<file path="src/rtl/prbs_pkg.sv">
// Shared types and sizing helpers for the PRBS capture controller.
// The key path and the capture FSM both import this package.
package prbs_pkg;

    typedef enum logic {
        LIVE   = 1'b0,
        FROZEN = 1'b1
    } state_t;

    typedef logic [3:0] nibble_t;

    localparam logic KEY_RELEASED = 1'b1;

    // Bits needed for a counter that runs 0..cycles-1.
    function automatic int cnt_w(input int cycles);
        return (cycles < 2) ? 1 : $clog2(cycles);
    endfunction

endpackage

</file>
<file path="src/rtl/key_debounce.sv">
// Pushbutton conditioning: 2-flop synchronizer, stability debounce and a
// registered one-cycle pulse on each debounced press (releases are ignored).
module key_debounce
    import prbs_pkg::*;
#(
    parameter int DEBOUNCE_CYCLES = 1000000
) (
    input  logic i_clk,
    input  logic i_arst,
    input  logic i_key_n,
    output logic o_press
);

    localparam int            CW       = cnt_w(DEBOUNCE_CYCLES);
    localparam logic [CW-1:0] CNT_LAST = CW'(DEBOUNCE_CYCLES - 1);

    logic          sync1_q, sync1_d;
    logic          sync2_q, sync2_d;
    logic          deb_q, deb_d;
    logic          deb_dly_q, deb_dly_d;
    logic          press_q, press_d;
    logic [CW-1:0] cnt_q, cnt_d;

    always_comb begin
        sync1_d   = i_key_n;
        sync2_d   = sync1_q;
        deb_d     = deb_q;
        cnt_d     = '0;
        deb_dly_d = deb_q;
        press_d   = (deb_q != KEY_RELEASED) && (deb_dly_q == KEY_RELEASED);
        // The hit cycle itself is the last of DEBOUNCE_CYCLES disagreeing samples.
        if (sync2_q != deb_q) begin
            if (cnt_q == CNT_LAST) begin
                deb_d = sync2_q;
            end else begin
                cnt_d = cnt_q + CW'(1);
            end
        end
    end

    always_ff @(posedge i_clk or negedge i_arst) begin
        if (!i_arst) begin
            sync1_q   <= KEY_RELEASED;
            sync2_q   <= KEY_RELEASED;
            deb_q     <= KEY_RELEASED;
            deb_dly_q <= KEY_RELEASED;
            press_q   <= 1'b0;
            cnt_q     <= '0;
        end else begin
            sync1_q   <= sync1_d;
            sync2_q   <= sync2_d;
            deb_q     <= deb_d;
            deb_dly_q <= deb_dly_d;
            press_q   <= press_d;
            cnt_q     <= cnt_d;
        end
    end

    assign o_press = press_q;

endmodule

</file>
<file path="src/rtl/prbs_capture_ctrl.sv">
// Holds a PRBS sample for the two hex displays, captured periodically (auto)
// or per debounced key press (manual); in auto mode a press toggles freeze.
module prbs_capture_ctrl
    import prbs_pkg::*;
#(
    parameter int DATA_W             = 7,
    parameter int DEBOUNCE_CYCLES    = 1000000,
    parameter int AUTO_PERIOD_CYCLES = 25000000
) (
    input  logic              i_clk,
    input  logic              i_arst,
    input  logic              i_key_n,
    input  logic              i_auto,
    input  logic [DATA_W-1:0] i_randomValue,
    output nibble_t           o_lsbs,
    output nibble_t           o_msbs,
    output logic              o_update,
    output logic              o_frozen
);

    localparam int            PW       = cnt_w(AUTO_PERIOD_CYCLES);
    localparam logic [PW-1:0] PER_LAST = PW'(AUTO_PERIOD_CYCLES - 1);

    logic              press;
    state_t            state_q, state_d;
    logic [PW-1:0]     per_q, per_d;
    logic              auto_q, auto_d;
    logic [DATA_W-1:0] held_q, held_d;
    logic              update_q, update_d;
    logic              mode_chg, wrap, capture;
    logic [7:0]        held_ext;

    key_debounce #(
        .DEBOUNCE_CYCLES(DEBOUNCE_CYCLES)
    ) u_key (
        .i_clk   (i_clk),
        .i_arst  (i_arst),
        .i_key_n (i_key_n),
        .o_press (press)
    );

    always_comb begin
        auto_d   = i_auto;
        state_d  = state_q;
        per_d    = '0;
        capture  = 1'b0;
        mode_chg = (i_auto != auto_q);
        wrap     = (per_q == PER_LAST);
        if (mode_chg) begin
            state_d = LIVE;
        end else if (!i_auto) begin
            state_d = LIVE;
            capture = press;
        end else if (state_q == LIVE) begin
            // A press landing on the wrap edge still yields a single capture and freezes.
            if (press) begin
                capture = 1'b1;
                state_d = FROZEN;
            end else begin
                capture = wrap;
                per_d   = wrap ? '0 : per_q + PW'(1);
            end
        end else if (press) begin
            state_d = LIVE;
        end
        held_d   = capture ? i_randomValue : held_q;
        update_d = capture;
    end

    // auto_q resets to auto so that powering up in auto mode starts the period cleanly.
    always_ff @(posedge i_clk or negedge i_arst) begin
        if (!i_arst) begin
            state_q  <= LIVE;
            per_q    <= '0;
            auto_q   <= 1'b1;
            held_q   <= '0;
            update_q <= 1'b0;
        end else begin
            state_q  <= state_d;
            per_q    <= per_d;
            auto_q   <= auto_d;
            held_q   <= held_d;
            update_q <= update_d;
        end
    end

    assign held_ext = 8'(held_q);
    assign o_lsbs   = held_ext[3:0];
    assign o_msbs   = held_ext[7:4];
    assign o_update = update_q;
    assign o_frozen = (state_q == FROZEN);

endmodule

</file>
<file path="config.mk">
export PLATFORM = sky130hd
export DESIGN_NAME = prbs_capture_ctrl
export DESIGN_NICKNAME = d
export VERILOG_FILES = /design/src/rtl/prbs_pkg.sv /design/src/rtl/key_debounce.sv /design/src/rtl/prbs_capture_ctrl.sv
export SDC_FILE = /design/constraint.sdc
export NUM_CORES = 1
export LEC_CHECK = 0
export ABC_AREA = 0
export CAP_MARGIN = 10
export CORE_UTILIZATION = 55
export DETAILED_ROUTE_END_ITERATION = 8
export PLACE_DENSITY = 0.76
export SLEW_MARGIN = 5
export SYNTH_ARGS = -nofsm -noshare
export SYNTH_HDL_FRONTEND = slang
export SYNTH_HIERARCHICAL = 1
export SYNTH_SLANG_ARGS = --single-unit
</file>
<file path="constraint.sdc">
create_clock -name i_clk -period 2.7 [get_ports i_clk]
set_clock_uncertainty 0.2 [all_clocks]
set_input_delay 0.54 -clock i_clk [delete_from_list [all_inputs] [get_ports i_clk]]
set_output_delay 0.54 -clock i_clk [all_outputs]
set_load 0.01 [all_outputs]
</file>
==> results.txt <==
The final routed wire length divided by cell count came out at 14.3 um. The clock passes through at most 2 buffers. Multiplexer cells account for 3.14% of the synthesized area. The shortest period the worst path allows is 2500 ps. STA classifies the critical path endpoint as a register. The number of cells on the worst hold path came out at 0. In this run the tightest slew margin relative to its limit is 64.4%.

The capture point of the worst reg-to-reg path is held_q[2]. The data required time of the worst path is 2730 ps. For this block, the initial DRC count from the detailed router was 117.

Detailed placement finished with a half-perimeter wire length of 3.45 mm. Setup repair after global routing left no endpoint under its margin. The critical register-to-register path startpoint is per_q[0]. The design draws 1.79 mW. Of the cells placed in the final design, the portion with a size suffix greater than 1 is 18.5%. dfrtp_1 takes more of the synthesized area than any other cell. The starting density of the core came out at 58.9%.

The net count after synthesis came out at 285. After synthesis, the mean cell area works out to 10.6 um^2. The global-route congestion overflow total came out at 0.

The die height is 74.3 um. After Yosys synthesis, and, or, nand and nor cells account for 24.7% of the synthesized area. The fraction of post-synthesis cell area in the top cell type by area is 47.9%. 0 antenna diodes ended up in the layout. The total CTS buffers is 9.

The number of vias after detailed routing is 2,089. The global-route wire length before repair is 8.78 mm. In this run the power density over the cells is 535 nW/um^2. The worst-case hold path end point is u_key/sync2_q. The via count normalized by instance count came out at 5.65.

The final clock period utilization by the worst path came out at 92.7%. The gate count after technology mapping came out at 272. The global-route usage over all layers is 21.9%. The biggest cell delay along the critical path came out at 580 ps. The clock network latency to the later pin of the worst-skew pair is 340 ps.

The area share of fa/ha/maj cells after synthesis came out at 0.871%. For the pin with the worst max-slew slack, the measured transition is 529 ps. The worst hold slack after final layout is 160 ps. The peak supply drop is 0.340 mV. For the worst setup path, the data arrival time is 2530 ps.

The global placer's final weighted congestion is 0.799. The number of I/O pins came out at 21. Traced cell by cell, the critical path runs through ha_1, nand4_1, or4_4, o21ai_2, mux2_2. The final number of setup-violating endpoints came out at 0.

The total number of placement rows came out at 25. In this run the remaining antenna-violating nets after routing total 0. The synthesized netlist occupies a cell area of 2870 um^2. The maximum operating frequency is 0.399 GHz. The largest net degree at the start of global routing came out at 61. The number of maximum-capacitance constraint violations is 0. After detailed routing, the total wire length is 5.28 mm. After synthesis, the largest family of logic cells by area is simple AND/OR/NAND/NOR gates. The max-slew violation count came out at 0. Before antenna repair, the detailed router went through 4 iterations.

The count of buffers added by post-CTS timing repair for setup came out at 0. The tree is rooted in a clkbuf_8. The worst path buffer plus inverter count came out at 0. The cell count along the critical path is 5. After detailed routing, the number of remaining DRC violations is 0. The via count of the first global-routing pass came out at 1,884. CTS saw 60 sinks. After synthesis, the cell types taking the most area are dfrtp_1 (48%), dfstp_2 (4.6%), xor2_1 (4.6%). The worst reg-to-reg setup slack came out at 200 ps.

The slowest stage of the critical path is the or4_4 cell. Counting distinct cell types in the post-synthesis netlist gives 40. The number of flip-flops and latches in the synthesized netlist came out at 60. The cell class contributing the biggest share of worst-path delay is simple AND/OR/NAND/NOR gates. The area growth from synthesis to layout is 16.7%.

The TritonCTS clock tree is yes. The initial antenna violation count is 0. The compound-cell area share of the yosys netlist came out at 8.28%. The worst reg2reg path depth is 5. The clock-pin transition on the worst setup and hold timing paths is 60 ps.

The hold violation total from the final report was 0. The highest net fanout along the worst path is 8. In this run the worst hold path is classified as register to register.

STA classifies the critical path startpoint as a register. From left edge to right edge, the die measures 74.3 um. Measured on the finished design, the core utilization comes to 68.7%. The number of I/O port buffers came out at 19. The floorplan step defined a die boundary enclosing 5520 um^2. The number of warnings reported in the yosys synthesis log came out at 6. The start-to-end type of the worst setup path is register to register. The total negative slack for setup checks came out at 0 ps. For this run, the register share of the synthesized area comes to 52.5%. Of the total synthesized cell area, the portion taken by XOR and XNOR cells is 7.93%. The flow ran to the end, and the final reports show no timing, DRC or antenna violations. The standby leakage power came out at 1.34 nW.

The clock tree synthesis step divided the H-tree into 3 levels. The startpoint identified for the worst hold timing path is u_key/sync1_q. The net count reported at finish is 311. The core box area came out at 4880 um^2.
-- flip-flops by register name, indices dropped and copies added (netlist names) --
signal,cells
auto_q,1
held_q,7
o_frozen,1
o_update,1
per_q,25
u_key/cnt_q,20
u_key/deb_dly_d,1
u_key/deb_dly_q,1
u_key/o_press,1
u_key/sync1_q,1
u_key/sync2_q,1
-- routing by layer --
layer  global-route usage (%)  part of all wire [%]  up-vias
met1                     29.1                    49     1017
met2                     32.2                    45       39
li1                         -                     -     1025
met5                        0                     0        -
met3                     9.49                   4.8        8
met4                     7.55                   1.2        0
-- power by group --
part	internal [mW]	total (mW)	switching, mW
registers	0.908	0.915	0.00622
logic	0.0266	0.0651	0.0385
clock network	0.473	0.812	0.339
-- layout make-up --
type / instances / area (um^2)
timing repair buffer: 25 / 245
clock buffer: 12 / 155
tap: 67 / 83.8
fill: 405 / 1530
clock inverter: 4 / 47.5
sequential: 60 / 1510
multi-input combinational: 198 / 1300
inverter: 4 / 15.0
-- cell usage in the layout (no fill, tap or decap), drive strengths merged --
cell and count:
dfrtp 55, nor2 31, nand2 18, clkdlybuf4s50 18
nand3 17, a21oi 17, xor2 15, clkbuf 12
or4 12, xnor2 11, o21ai 11, o31ai 10
or3 9, mux2 8, nand4 8, nor3 6
and4 6, buf 6, dfstp 5, inv 4
nor4 3, or2 3, and3 3, nor2b 2
nor4b 2, ha 2, clkinv 2, and3b 1
conb 1, bufinv 1, clkinvlp 1, dlygate4sd3 1
nand4b 1, nor3b 1
-- how the worst max path moves through the flow --
stage | startpoint | end | slack (ps)
global placement | per_q[0] | held_q[2] | 270
global route | per_q[0] | held_q[4] | 80
CTS | per_q[0] | held_q[1] | 200
floorplan | per_q[0] | held_q[0] | 430
detailed placement | per_q[0] | held_q[2] | 210
finish | per_q[0] | held_q[2] | 200
-- cell usage after synthesis --
| master | number |
|---|---|
| buf_6 | 1 |
| and3_1 | 2 |
| and4_2 | 1 |
| or3_2 | 1 |
| nand4_2 | 2 |
| ha_1 | 2 |
| clkbuf_1 | 1 |
| dfrtp_1 | 55 |
| buf_2 | 7 |
| nor4b_1 | 2 |
| inv_1 | 4 |
| xor2_1 | 15 |
| or4_1 | 6 |
| nor4_1 | 3 |
| nor3b_1 | 1 |
| and4_1 | 5 |
| nand3_2 | 2 |
| nand2_1 | 18 |
| o21ai_0 | 9 |
| conb_1 | 1 |
| o21ai_2 | 2 |
| buf_4 | 1 |
| a21oi_1 | 13 |
| mux2_2 | 8 |
| or4_4 | 6 |
| xnor2_1 | 11 |
| nand4_1 | 6 |
| nor3_1 | 6 |
| and3_2 | 1 |
| a21oi_2 | 4 |
| or2_2 | 2 |
| nor2b_1 | 2 |
| or2_0 | 1 |
| or3_1 | 8 |
| nand4b_1 | 1 |
| nand3_1 | 15 |
| and3b_1 | 1 |
| o31ai_1 | 10 |
| dfstp_2 | 5 |
| nor2_1 | 31 |
-- logic make-up (layout without fill, tap and decap cells) --
| group | count (synthesis) | in the layout |
|---|---|---|
| AOI/OAI and AO/OA | 38 | 38 |
| xor gates and xnor gates | 26 | 26 |
| adders and majority gates | 2 | 2 |
| buffers and inverters | 14 | 45 |
| DFF | 60 | 60 |
| muxes | 8 | 8 |
| other | 1 | 1 |
| and+or+nand+nor | 123 | 123 |
-- metrics by stage --
stage | area (um^2) | setup WS, ps | instances
global placement | 3140 | 269 | 353
global route | 3350 | 81.4 | 370
CTS | 3350 | 200 | 370
detailed placement | 3140 | 207 | 353
floorplan | 2870 | 431 | 272
finish | 3350 | 196 | 370
-- repair_timing --
item	in CTS	in global routing
setup endpoints to repair	0	0
hold endpoints to repair	1	0
resized for setup	0	0
hold buffers	1	0
Note: power is estimated with default switching activity, not from simulation.
